<file path="src/rtl/warp_xissue.sv">
// Scalar integer issue / operand-fetch stage: scoreboard hazard check, xrf read, writeback bypass.
// Optional WARP_XISSUE_STALL_CNT_EN adds a saturating o_stall_cnt of decode-stall cycles.
module warp_xissue #(
  parameter int XLEN   = 64,
  parameter int CTRL_W = 16
) (
  input  logic              i_clk,
  input  logic              i_rst_n,
  input  logic              i_dec_valid,
  output logic              o_dec_ready,
  input  logic [4:0]        i_dec_rs1,
  input  logic [4:0]        i_dec_rs2,
  input  logic [4:0]        i_dec_rd,
  input  logic              i_dec_rd_wen,
  input  logic [CTRL_W-1:0] i_dec_ctrl,
  output logic [4:0]        o_rs1_addr,
  output logic [4:0]        o_rs2_addr,
  input  logic [XLEN-1:0]   i_rs1_rdata,
  input  logic [XLEN-1:0]   i_rs2_rdata,
  input  logic              i_wb1_valid,
  input  logic              i_wb2_valid,
  input  logic [4:0]        i_wb1_addr,
  input  logic [4:0]        i_wb2_addr,
  input  logic [XLEN-1:0]   i_wb1_data,
  input  logic [XLEN-1:0]   i_wb2_data,
  output logic              o_ex_valid,
  input  logic              i_ex_ready,
  output logic [XLEN-1:0]   o_ex_op1,
  output logic [XLEN-1:0]   o_ex_op2,
  output logic [4:0]        o_ex_rd,
  output logic              o_ex_rd_wen,
  output logic [CTRL_W-1:0] o_ex_ctrl
`ifdef WARP_XISSUE_STALL_CNT_EN
  ,
  output logic [31:0]       o_stall_cnt
`endif
);

  // Bit 0 exists only so any 5-bit address can index directly; it is held at 0.
  logic [31:0]       busy_q, busy_d;
  logic              ex_valid_q, ex_valid_d;
  logic [4:0]        rd_q, rs1_q, rs2_q;
  logic              rd_wen_q;
  logic [CTRL_W-1:0] ctrl_q;
  logic              byp1_q, byp1_d, byp2_q, byp2_d;
  logic [XLEN-1:0]   byp1_data_q, byp1_data_d, byp2_data_q, byp2_data_d;
  logic              s1_free, stall_hold, accept;
  logic              src1_ok, src2_ok, waw_ok;

  function automatic logic wb_hit(input logic v, input logic [4:0] a, input logic [4:0] r);
    return v && (a == r) && (r != 5'd0);
  endfunction

  assign s1_free    = !ex_valid_q || i_ex_ready;
  assign stall_hold = ex_valid_q && !i_ex_ready;

  assign src1_ok = (i_dec_rs1 == 5'd0) || !busy_q[i_dec_rs1] ||
                   wb_hit(i_wb1_valid, i_wb1_addr, i_dec_rs1) ||
                   wb_hit(i_wb2_valid, i_wb2_addr, i_dec_rs1);
  assign src2_ok = (i_dec_rs2 == 5'd0) || !busy_q[i_dec_rs2] ||
                   wb_hit(i_wb1_valid, i_wb1_addr, i_dec_rs2) ||
                   wb_hit(i_wb2_valid, i_wb2_addr, i_dec_rs2);
  assign waw_ok  = !i_dec_rd_wen || (i_dec_rd == 5'd0) || !busy_q[i_dec_rd];

  assign o_dec_ready = s1_free && src1_ok && src2_ok && waw_ok;
  assign accept      = i_dec_valid && o_dec_ready;

  // x0 is folded into the bypass path: flag set with zero data.
  always_comb begin
    // NOTE: every output of this block is given a default first, so no path infers a latch.
    byp1_d      = 1'b1;
    byp1_data_d = '0;
    byp2_d      = 1'b1;
    byp2_data_d = '0;
    if (wb_hit(i_wb1_valid, i_wb1_addr, i_dec_rs1))      byp1_data_d = i_wb1_data;
    else if (wb_hit(i_wb2_valid, i_wb2_addr, i_dec_rs1)) byp1_data_d = i_wb2_data;
    else                                                 byp1_d      = (i_dec_rs1 == 5'd0);
    if (wb_hit(i_wb1_valid, i_wb1_addr, i_dec_rs2))      byp2_data_d = i_wb1_data;
    else if (wb_hit(i_wb2_valid, i_wb2_addr, i_dec_rs2)) byp2_data_d = i_wb2_data;
    else                                                 byp2_d      = (i_dec_rs2 == 5'd0);
  end

  // Clears first, then the set, so a same-cycle set of the same bit wins.
  always_comb begin
    busy_d = busy_q;
    if (i_wb1_valid) busy_d[i_wb1_addr] = 1'b0;
    if (i_wb2_valid) busy_d[i_wb2_addr] = 1'b0;
    if (accept && i_dec_rd_wen) busy_d[i_dec_rd] = 1'b1;
    busy_d[0] = 1'b0;
  end

  assign ex_valid_d = accept || stall_hold;

  // NOTE: sequential state uses non-blocking assignments so every flop samples pre-edge values.
  always_ff @(posedge i_clk or negedge i_rst_n) begin
    if (!i_rst_n) begin
      busy_q     <= '0;
      ex_valid_q <= 1'b0;
      rd_q       <= '0;
      rd_wen_q   <= 1'b0;
      ctrl_q     <= '0;
      byp1_q     <= 1'b0;
      byp2_q     <= 1'b0;
    end else begin
      busy_q     <= busy_d;
      ex_valid_q <= ex_valid_d;
      if (accept) begin
        rd_q     <= i_dec_rd;
        rd_wen_q <= i_dec_rd_wen;
        ctrl_q   <= i_dec_ctrl;
        byp1_q   <= byp1_d;
        byp2_q   <= byp2_d;
      end
    end
  end

  // NOTE: datapath payload is deliberately left unreset; ex_valid and the bypass flags qualify it.
  always_ff @(posedge i_clk) begin
    if (accept) begin
      rs1_q       <= i_dec_rs1;
      rs2_q       <= i_dec_rs2;
      byp1_data_q <= byp1_data_d;
      byp2_data_q <= byp2_data_d;
    end
  end

  // During a stall the xrf keeps re-reading the held sources so its registered data stays valid.
  assign o_rs1_addr  = stall_hold ? rs1_q : i_dec_rs1;
  assign o_rs2_addr  = stall_hold ? rs2_q : i_dec_rs2;
  assign o_ex_valid  = ex_valid_q;
  assign o_ex_op1    = byp1_q ? byp1_data_q : i_rs1_rdata;
  assign o_ex_op2    = byp2_q ? byp2_data_q : i_rs2_rdata;
  assign o_ex_rd     = rd_q;
  assign o_ex_rd_wen = rd_wen_q;
  assign o_ex_ctrl   = ctrl_q;

`ifdef WARP_XISSUE_STALL_CNT_EN
  logic [31:0] stall_cnt_q;

  always_ff @(posedge i_clk or negedge i_rst_n) begin
    if (!i_rst_n) begin
      stall_cnt_q <= '0;
    end else if (i_dec_valid && !o_dec_ready && (stall_cnt_q != 32'hFFFF_FFFF)) begin
      stall_cnt_q <= stall_cnt_q + 32'd1;
    end
  end

  assign o_stall_cnt = stall_cnt_q;
`endif

endmodule

</file>
<file path="config.mk">
export PLATFORM = sky130hd
export DESIGN_NAME = warp_xissue
export DESIGN_NICKNAME = d
export VERILOG_FILES = /design/src/rtl/warp_xissue.sv
export SDC_FILE = /design/constraint.sdc
export NUM_CORES = 1
export LEC_CHECK = 0
export CORE_MARGIN = 4
export CORE_UTILIZATION = 30
export DETAILED_ROUTE_END_ITERATION = 16
export PLACE_DENSITY_LB_ADDON = 0.2
export SLEW_MARGIN = 20
export SYNTH_ARGS = -nofsm -noshare
export SYNTH_HDL_FRONTEND = slang
export SYNTH_SLANG_ARGS = --single-unit
</file>
<file path="constraint.sdc">
create_clock -name i_clk -period 13.88 [get_ports i_clk]
set_input_delay 2.776 -clock i_clk [delete_from_list [all_inputs] [get_ports i_clk]]
set_output_delay 2.776 -clock i_clk [all_outputs]
set_load 0.005 [all_outputs]
</file>
==> run metrics, run 1 <==
status finished, final reports clean; Mapped Avg Cell Area 12.93 µm²; # DRC 0; flop and latch count out of synthesis 194; R2R Path End byp2_data_q[46]; synth top area cells edfxtp_1, mux2_2, dfrtp_1; Ports 466; Seq. cell area 0.005553 mm²; Routed WL 45.11 mm; multi-input combinational cell area 0.004970 mm²; htree depth 4; clk sink count 194; Setup Buffers After CTS 0; Worst-Margin Slew 1.029 ns; Syn Std Cell Area 0.01085 mm²; WS Path Type in -> out; Worst slew margin 0.3142; WHS Path Cells 1; final hold slack 0.4986 ns; Hold Crit Start o_ex_ctrl[3]; remaining antenna violation count after routing 0; die height 198.2 µm; Synth area leader edfxtp_1; Hold Path End o_ex_ctrl[3]; Synth top area share 0.3819; Tot GR Track Use 0.2169; routed wire length per instance 26.06 µm; reg2reg start busy_q[23]; # hold bufs at CTS 0; deepest clock path buffer count 2; CORE AREA 0.03566 mm²; GP Congestion 0.9547; final setup violating endpoints 0; cell count after synthesis 839; CP Max Fanout 19; commonest non-fill, non-tap cell in the layout clkdlybuf4s50_1; Synth Warn # 0; Die ar. 0.03928 mm²; Setup Total Neg Slack 0 ns; number of I/O port buffers 465; pre-CTS setup slack 5.088 ns; CTS tree built; setup slack, reg-to-reg 10.23 ns; Power Density 104.4 mW/mm²; Worst EP required 11.10 ns; first-pass GRT wire length 63.32 mm; critical path launch point type primary input; vias in the first global route 9244; Post-DP Area 0.01586 mm²; Max VDD drop 0.08474 mV; Tmin final 8.802 ns; drt first pass iters 5; Slew Limit Fails 0; RSZ-0062 raised after global routing false; Worst-Skew Late Latency 0.45 ns; worst hold-check path type reg -> reg; Worst-path clk slew 0.07 ns; nets@finish 1560; Final Hold Vio Count 0; remaining global-route overflow 0; Max Freq 0.1136 GHz; FILL cells 3265; Chip Width 198.2 µm; Area Growth Syn to Fin 51.60%; endpoint class of the critical path output port; final period utilization 0.6341; commonest non-fill, non-tap cells in the layout clkdlybuf4s50_1, mux2_2, edfxtp_1; clock skew 0.01064 ns; syn nets 1143; Final Cell Area 0.01645 mm²; Via density 5.365; starting density of the core 0.3043; Util after Layout 0.4614; antenna violations before repair 7; drt initial violations 670; WP data arrival 6.03 ns; final worst slack 5.078 ns; largest net degree at the start of global routing 81; LEAKAGE 5.785 nW; dpl hpwl 32.90 mm; Rows 69; CTS Root Cell clkbuf_16; Cell variety after synth 47; R2R depth 8; vias 9286; layout cells sized above 1 0.1686; TritonCTS buffer count 17; sequential-to-total area share from yosys stat 0.5110; max-cap violation count 0; PostCTS Resize Cnt 0
## power breakdown
group	leakage [nW]	switching [W]	internal [W]
Combinational	3.56	0.000162	0.000288
Sequential	1.95	0.0000618	0.000691
Clock	0.277	0.000232	0.000284
## registers in the layout, indices dropped and copies added, names as in the netlist
signal       cells
o_ex_ctrl       16
o_ex_rd_wen      1
rs2_q            5
byp2_q           1
o_ex_valid       1
byp1_data_q     64
byp2_data_q     64
byp1_q           1
o_ex_rd          5
busy_q          31
rs1_q            5
## critical path, cell delays in order
cell             delay, ns
clkdlybuf4s50_1       1.05
mux4_2                0.59
and3_1                0.19
a311oi_1              0.23
nand4_1               0.13
o311ai_1              0.13
nor3b_1               0.33
clkdlybuf4s50_1       0.59
## metrics by stage
step / std cells / power, W
5_1_grt: 1730 / 0.001790
3_5_place_dp: 1698 / 0.001217
3_3_place_gp: 1698 / 0.001215
4_1_cts: 1730 / 0.001732
6_report: 1731 / 0.001718
2_1_floorplan: 839 / 0.0009120
## kinds of logic (layout without fill, tap and decap cells)
group	after synthesis	after routing	synth area share
xor+xnor	20	20	0.01614
other cells	0	1	0
simple gates	129	129	0.06215
compound gates	212	212	0.1627
buf+inv	86	516	0.03378
mux	198	198	0.2142
flops	194	194	0.5110
## cell type report
class                   instances  area share
clock buffers                  19     0.02632
clock inverters                13    0.009507
diodes                          1   0.0001521
repair buffers                473      0.2865
flip-flops and latches        194      0.3375
inverters                      11    0.002814
multi-input cells             559      0.3021
well taps                     461     0.03506
## cells in the mapped netlist (all sizes together)
cell type / instances
mux4: 11
a221o: 2
nor3b: 10
a22oi: 31
nor4: 5
a21oi: 1
nand3b: 6
nand2: 45
or3: 2
o311ai: 2
nand4: 3
nand3: 12
or3b: 1
dfrtp: 56
and3: 7
and2: 1
edfxtp: 138
nor2b: 6
mux2i: 23
xor2: 16
nand2b: 2
o31ai: 32
nor2: 17
a311o: 1
a22o: 128
nor3: 4
a32oi: 1
and3b: 5
a32o: 2
o32ai: 1
clkbuf: 59
mux2: 164
xnor2: 4
a31oi: 1
nor4b: 3
inv: 11
a311oi: 2
o22ai: 2
o21ai: 2
a221oi: 1
buf: 16
o221ai: 1
a31o: 2
## routing by layer
layer | share of wire | track usage | vias up
li1 | - | - | 4175
met1 | 0.39 | 0.2656 | 4638
met2 | 0.50 | 0.3724 | 407
met3 | 0.085 | 0.07215 | 54
met4 | 0.018 | 0.04973 | 12
met5 | 0.0019 | 0 | -
## worst max-delay path by stage
stage,slack [ns],cells after the start,startpoint,end
after floorplan,6.25,10,i_dec_rd[1],byp1_data_q[0]
after global placement,5.13,8,i_dec_rd[1],o_dec_ready
after detailed placement,5.09,8,i_dec_rd[1],o_dec_ready
after CTS,5.06,8,i_dec_rd[1],o_dec_ready
after global routing,4.90,8,i_dec_rd[1],o_dec_ready
final,5.08,8,i_dec_rd[1],o_dec_ready
No activity file was read; power rests on OpenSTA's default activity.
==> inputs of run 2 (changes only) <==
clock period = 8.4 ns   (was 13.88 ns; I/O delays follow)
==> run 2 against run 1 <==
Combinational power is 65% higher. Final cell count is 0.12% higher. Largest power group unchanged. Die area stayed put. Register-to-register slack worse by 5.3 ns.
==> run metrics, run 2 (synthesized netlist as in run 1, its figures left out) <==
status finished, final reports clean; routed wire length per instance 26.18 µm; R2R Path End byp2_data_q[40]; combinational group share of total power 0.264; worst hold-check path type reg -> reg; WHS Path Cells 1; Setup Total Neg Slack 0 ns; reg2reg start busy_q[23]; Rows 69; Worst-Margin Slew 1.040 ns; Routed WL 45.36 mm; placed insts 1699; clock skew 0.009435 ns; power after layout 0.002816 W; antenna violations before repair 5; WS Path Type in -> out; Worst-Skew Late Latency 0.46 ns; Util after Layout 0.4611; # hold bufs at CTS 0; dpl hpwl 33.06 mm; final period utilization 0.7853; largest net degree at the start of global routing 98; CTS tree built; R2R depth 8; Power Density 171.3 mW/mm²; Ports 466; TritonCTS buffer count 17; GP Congestion 0.9720; PostCTS Resize Cnt 0; Area Growth Syn to Fin 51.52%; setup slack, reg-to-reg 4.91 ns; vias in the first global route 9287; Worst slew margin 0.3053; Clock Power Share 0.295; remaining global-route overflow 0; Largest regs byp1_data_q (64), byp2_data_q (64), busy_q (31); Psw 0.0007800 W; register share of total power 0.441; Worst setup startpoint i_dec_rd[1]; vias 9329; commonest non-fill, non-tap cells in the layout clkdlybuf4s50_1, mux2_2, edfxtp_1; number of I/O port buffers 465; Slew Limit Fails 0; layout cells sized above 1 0.1724; Worst EP required 6.72 ns; CORE AREA 0.03566 mm²; final setup violating endpoints 0; # DRC 0; Max Freq 0.1516 GHz; CP Max Fanout 19; die height 198.2 µm; WP data arrival 4.92 ns; Via density 5.383; remaining antenna violation count after routing 0; internal power 0.002036 W; Chip Width 198.2 µm; switching share of total power 0.2770; first-pass GRT wire length 63.47 mm; Setup Buffers After CTS 0; commonest non-fill, non-tap cell in the layout clkdlybuf4s50_1; Hold Crit Start o_ex_ctrl[15]; drt first pass iters 5; htree depth 4; LEAKAGE 5.790 nW; Max VDD drop 0.1435 mV; Hold Path End o_ex_ctrl[15]; nets@finish 1561; RSZ-0062 raised after global routing false; endpoint class of the critical path output port; Final Hold Vio Count 0; Worst-path clk slew 0.07 ns; max-cap violation count 0; CTS Root Cell clkbuf_16; Tmin final 6.596 ns; Die ar. 0.03928 mm²; Tot GR Track Use 0.2179; critical path launch point type primary input; drt initial violations 739; final cell count without fillers 1733; clk sink count 194; starting density of the core 0.3043; deepest clock path buffer count 2
-- run 2: worst max path at each step --
stage | end | slack (ns) | cells after the start
floorplan | byp1_data_q[0] | 1.87 | 10
finish | o_dec_ready | 1.80 | 8
global placement | o_dec_ready | 1.84 | 8
detailed placement | o_dec_ready | 1.78 | 8
CTS | o_dec_ready | 1.78 | 8
global route | o_dec_ready | 1.58 | 8
-- run 2: metrics by stage --
step	area [µm²]	hold slack, ns	worst slack (ns)
final	16440	0.4935	1.804
after detailed placement	15860	0.4836	1.781
after global placement	15860	0.4726	1.841
after CTS	16440	0.4982	1.778
after floorplan	10850	0.4815	1.868
after global routing	16440	0.5267	1.584
-- run 2: metal layers --
metal / GRT usage / part of all wire / up-vias
li1: - / - / 4168
met1: 0.2772 / 0.40 / 4667
met2: 0.3589 / 0.49 / 412
met3: 0.06313 / 0.080 / 74
met4: 0.07014 / 0.030 / 8
met5: 0 / 0.0012 / -
-- run 2: layout make-up --
cell class / count / area, µm²
fillers: 3274 / 19210
flip-flops and latches: 194 / 5553
multi-input cells: 559 / 4970
repair buffers: 474 / 4717
well taps: 461 / 576.8
clock buffers: 17 / 425.4
clock inverters: 15 / 148.9
inverters: 11 / 46.29
diodes: 2 / 5.005
-- run 2: critical path, cell delays in order --
cell and delay [ns]:
clkdlybuf4s50_1 1.06, mux4_2 0.58, and3_1 0.19, a311oi_1 0.22
nand4_1 0.13, o311ai_1 0.12, nor3b_1 0.33, clkdlybuf4s50_1 0.60
-- run 2: power groups by stage --
stage	combinational, W	sequential, W	clock [W]
2_1_floorplan	0.000302	0.00120	0
3_3_place_gp	0.000744	0.00126	0
3_5_place_dp	0.000748	0.00126	0
4_1_cts	0.000752	0.00124	0.000850
5_1_grt	0.000793	0.00125	0.000892
6_report	0.000744	0.00124	0.000831
